`src/rtl/freq_div64_pkg.sv`:
```
// Shared constants, select type and select-to-counter-bit helper for freq_div64.
package freq_div64_pkg;

    localparam int CNT_W   = 15;
    localparam int PFD_BIT = 5;

    typedef logic [3:0] sel_t;

    // Select n (1..15) is served by counter bit n-1.
    function automatic logic [3:0] sel_to_bit(input sel_t sel);
        return sel - 4'd1;
    endfunction

endpackage

```
`src/rtl/freq_div64_counter.sv`:
```
// Free-running binary counter with asynchronous active-high clear.
module freq_div64_counter #(
    parameter int CNT_W = 15
) (
    input  logic             clk,
    input  logic             rst,
    output logic [CNT_W-1:0] cnt
);

    logic [CNT_W-1:0] cnt_reg;

    always_ff @(posedge clk or posedge rst) begin
        if (rst) begin
            cnt_reg <= '0;
        end else begin
            cnt_reg <= cnt_reg + CNT_W'(1);
        end
    end

    assign cnt = cnt_reg;

endmodule

```
`src/rtl/freq_div64.sv`:
```
// Power-of-two clock divider (Fin / 2^Fsel) plus a fixed Fin/64 PFD reference.
// Define FREQDIV64_SEL_SYNC_EN to make select changes take effect only at counter wrap.
module freq_div64
    import freq_div64_pkg::*;
#(
    parameter int CNT_W   = freq_div64_pkg::CNT_W,
    parameter int PFD_BIT = freq_div64_pkg::PFD_BIT
) (
    input  logic       Fin,
    input  logic       Resetn,
    input  logic [3:0] Fsel,
    output logic       Fout,
    output logic       F_PFD
);

    logic [CNT_W-1:0] cnt;
    sel_t             sel;

    freq_div64_counter #(
        .CNT_W (CNT_W)
    ) u_counter (
        .clk (Fin),
        .rst (Resetn),
        .cnt (cnt)
    );

`ifdef FREQDIV64_SEL_SYNC_EN
    sel_t sel_reg;
    logic cnt_wrap;

    // Counter is all ones, so this edge returns it to zero: a common phase for every tap.
    assign cnt_wrap = &cnt;

    always_ff @(posedge Fin or posedge Resetn) begin
        if (Resetn) begin
            sel_reg <= 4'd1;
        end else if (cnt_wrap || (sel_reg == 4'd0 && Fsel != sel_reg)) begin
            sel_reg <= Fsel;
        end
    end

    assign sel = sel_reg;
`else
    assign sel = Fsel;
`endif

    // Divide-by-1 passes Fin straight through but is held low during reset.
    always_comb begin
        Fout = 1'b0;
        if (Resetn) begin
            Fout = 1'b0;
        end else if (sel == 4'd0) begin
            Fout = Fin;
        end else begin
            Fout = cnt[sel_to_bit(sel)];
        end
    end

    assign F_PFD = cnt[PFD_BIT];

endmodule

```
`config.mk`:
```
export PLATFORM = sky130hd
export DESIGN_NAME = freq_div64
export DESIGN_NICKNAME = d
export VERILOG_FILES = /design/src/rtl/freq_div64_pkg.sv /design/src/rtl/freq_div64_counter.sv /design/src/rtl/freq_div64.sv
export SDC_FILE = /design/constraint.sdc
export NUM_CORES = 1
export LEC_CHECK = 0
export CAP_MARGIN = 40
export CORE_UTILIZATION = 55
export DETAILED_ROUTE_END_ITERATION = 8
export GPL_ROUTABILITY_DRIVEN = 0
export PLACE_DENSITY = 0.77
export SLEW_MARGIN = 20
export SYNTH_ARGS = -nofsm -noshare
export SYNTH_HDL_FRONTEND = slang
export SYNTH_SLANG_ARGS = --single-unit
```
`constraint.sdc`:
```
create_clock -name Fin -period 2.3 [get_ports Fin]
set_clock_uncertainty 0.05 [all_clocks]
set_input_delay 0.23 -clock Fin [delete_from_list [all_inputs] [get_ports Fin]]
set_output_delay 0.23 -clock Fin [all_outputs]
set_load 0.03 [all_outputs]
```
==> summary.md <==
| Metric | Value |
|---|---|
| Die height | `42.1 um` |
| Drc violations | `0` |
| Post-route insts no fill | `between 100 and 150` |
| Synth unique cells | `29` |
| Most frequent cells after synthesis | `15 x dfrtp_1, 10 x xnor2_1, 7 x nand3_1, 5 x inv_1` |
| MaxCap Viol Count | `0` |
| EDFF count, synth | `0` |
| Total GRT Usage | `between 20% and 30%` |
| Max reg flops | `15` |
| Hold Slack | `around 290 ps` |
| Final ANT Viol Nets | `0` |
| Top-count cell post-synth | `dfrtp_1` |
| Filler cell count in the final layout | `around 100` |
| Area Growth Syn to Fin | `30.9%` |
| Placed insts | `110` |
| Final setup violation count | `0` |
| Post-Syn Nets | `between 80 and 90` |
| Crit-path cells | `mux4_1 > nor2b_2 > a2111oi_2 > a221o_1 > buf_6` |
| Top-area cell type share of the netlist area | `a little over two fifths` |
| DR pass1 iterations | `4` |
| CTS tree | `built` |
| Clk Latency, worst-skew pair | `approximately 390 ps` |
| Status | `finished clean` |
| Largest net degree at the start of global routing | `16` |
| Synth warnings | `0` |
| DP Area | `between 1000 and 1500 um^2` |
| Fin. Hold Viols | `0` |
| Crit share post-route | `a little over nine tenths` |
| Grt ovf | `0` |
| Core footprint | `about 1500 um^2` |
| Ys flop type | `dfrtp_1` |
| Starting DRC count in detailed routing | `25` |
| Vias in the first global route | `~760` |
| Finished layout cell area | `~1200 um^2` |
| Clock-pin slew on the worst setup and hold paths | `90 ps` |
| Share of cells above drive strength 1 | `~33%` |
| Largest cells by area after synthesis | `dfrtp_1 42%, xnor2_1 9.9%, ha_1 4.2%` |
| Critical path class | `register to output port` |
| Flop2flop setup slack | `440 ps` |
| Leak Pwr | `0.550 nW` |
| Crit Path Max Fanout | `3` |
| Die area | `1770 um^2` |
| Via Count | `roughly 730` |
| Required time of the critical path | `between 2000 and 2500 ps` |
| DR WL/cell | `between 15 and 20 um` |
| Input/output buffers | `7` |
| Worst Tran Pin Value | `629 ps` |
| Area of the mapped netlist | `roughly 890 um^2` |
| Core Rows | `14` |
| CP max-delay cell | `mux4_1` |
| Total Power | `around 0.6 mW` |
| Slew margin rel. | `between 50% and 60%` |
| Nature of the critical path endpoint | `output port` |
| Initial antenna violation count | `0` |
| Hold-fix buffers, CTS | `0` |
| Asr flop ratio synth | `between 90% and 100%` |
| Post-DP HPWL | `1210 um` |
| Final WS setup | `roughly 40 ps` |
| Die width | `between 40 and 50 um` |
| Hold Path Class | `input pin to asynchronous set/reset pin` |
| Critical Path Source Type | `register` |
| Area leader, netlist | `dfrtp_1` |
| Initial Utilization | `about three fifths` |
| Pins Over Slew Limit | `0` |
| Seq/Total Area, Yosys | `42.4%` |
| Max Freq | `~440 MHz` |
| Vias/cell | `5.95` |
| Dpl ws | `-717 ps` |
| Register bit total from synthesis | `15` |
| Io pins | `8` |
| Nets | `around 120` |
| Critical path data arrival time | `a little under 2000 ps` |
| First-pass GRT wire length | `between 3000 and 4000 um` |
| Worst VDD drop | `0.387 mV` |
| Synthesized area per cell | `~11 um^2` |
| Total wire length | `2130 um` |
| # diodes | `0` |
| Cells after Synth | `80` |
| PwrDens | `between 500 and 600 nW/um^2` |
| Min Tclk post-route | `about 2300 ps` |
| Largest stage delay on the critical path | `approximately 530 ps` |
==> per-layer routing <==
metal  up-vias  part of all wire [%]  global-route usage [%]
li1        338                     -                       -
met1       346                    41                    31.7
met2        33                    48                    40.0
met3        15                   5.3                    8.62
met4         0                   5.9                    20.0
met5         -                     0                       0
==> worst paths after layout <==
kind,startpoint,endpoint,cells past startpoint
setup / recovery,u_counter.cnt[13],Fout,5
hold / removal,Resetn,u_counter.cnt[2],2
setup reg to reg,u_counter.cnt[0],u_counter.cnt[14],5
hold reg to reg,u_counter.cnt[14],u_counter.cnt[14],1
max in group asynchronous,Resetn,u_counter.cnt[13],2
min in group Fin,u_counter.cnt[14],u_counter.cnt[14],1
==> critical path: cells and delay by family (launching register included) <==
family	cells	cell delay (ps)
simple gates	1	140
compound gates	2	360
mux	1	530
buf+inv	1	150
flops	1	410
==> cell usage in the layout (no fill, tap or decap), drive strengths merged, types with 4 or more instances in the layout <==
cell and instances:
buf 17, dfrtp 15, xnor2 11, clkbuf 8
nand3 7, nor2 5, inv 5, nand2 4
xor2 4
==> cell families after synthesis <==
logic type | Yosys count | synth area share [%]
buffers and inverters | 8 | 5.08
multiplexers | 4 | 6.92
AND/OR/NAND/NOR | 26 | 16.2
adder cells (fa/ha/maj) | 3 | 4.24
XOR/XNOR | 15 | 15.7
flip-flops | 15 | 42.4
AO/OA/AOI/OAI | 9 | 9.46
==> through the flow <==
stage / util [%] / setup TNS (ps)
finish: 77.0 / 0
floorplan: - / 0
global placement: 68.0 / -687
global route: 77.0 / -48.1
CTS: 74.0 / 0
detailed placement: 68.0 / -717
==> report_power, final <==
| part | total (mW) | leakage [nW] | switching [mW] | internal, mW |
|---|---|---|---|---|
| registers | 0.263 | 0.195 | 0 | 0.263 |
| logic | 0.0877 | 0.316 | 0.0432 | 0.0445 |
| clock network | 0.251 | 0.0383 | 0.119 | 0.132 |
| total | 0.602 | 0.550 | 0.162 | 0.440 |
==> area by class of cell <==
class	instances	area, um^2	share of cell area, %
tap	16	20.0	1.73
sequential	15	375	32.4
clock buffer	8	60.1	5.18
inverter	5	18.8	1.62
timing repair buffer	22	174	15.0
multi-input combinational	57	512	44.1
==> what timing repair did <==
| action | in CTS | in global routing |
|---|---|---|
| pin swaps | 2 | 4 |
| setup endpoints to repair | 1 | 1 |
| gates resized for setup | 17 | 7 |
| setup buffers | 1 | 5 |
(Power assumes the default switching activity.)
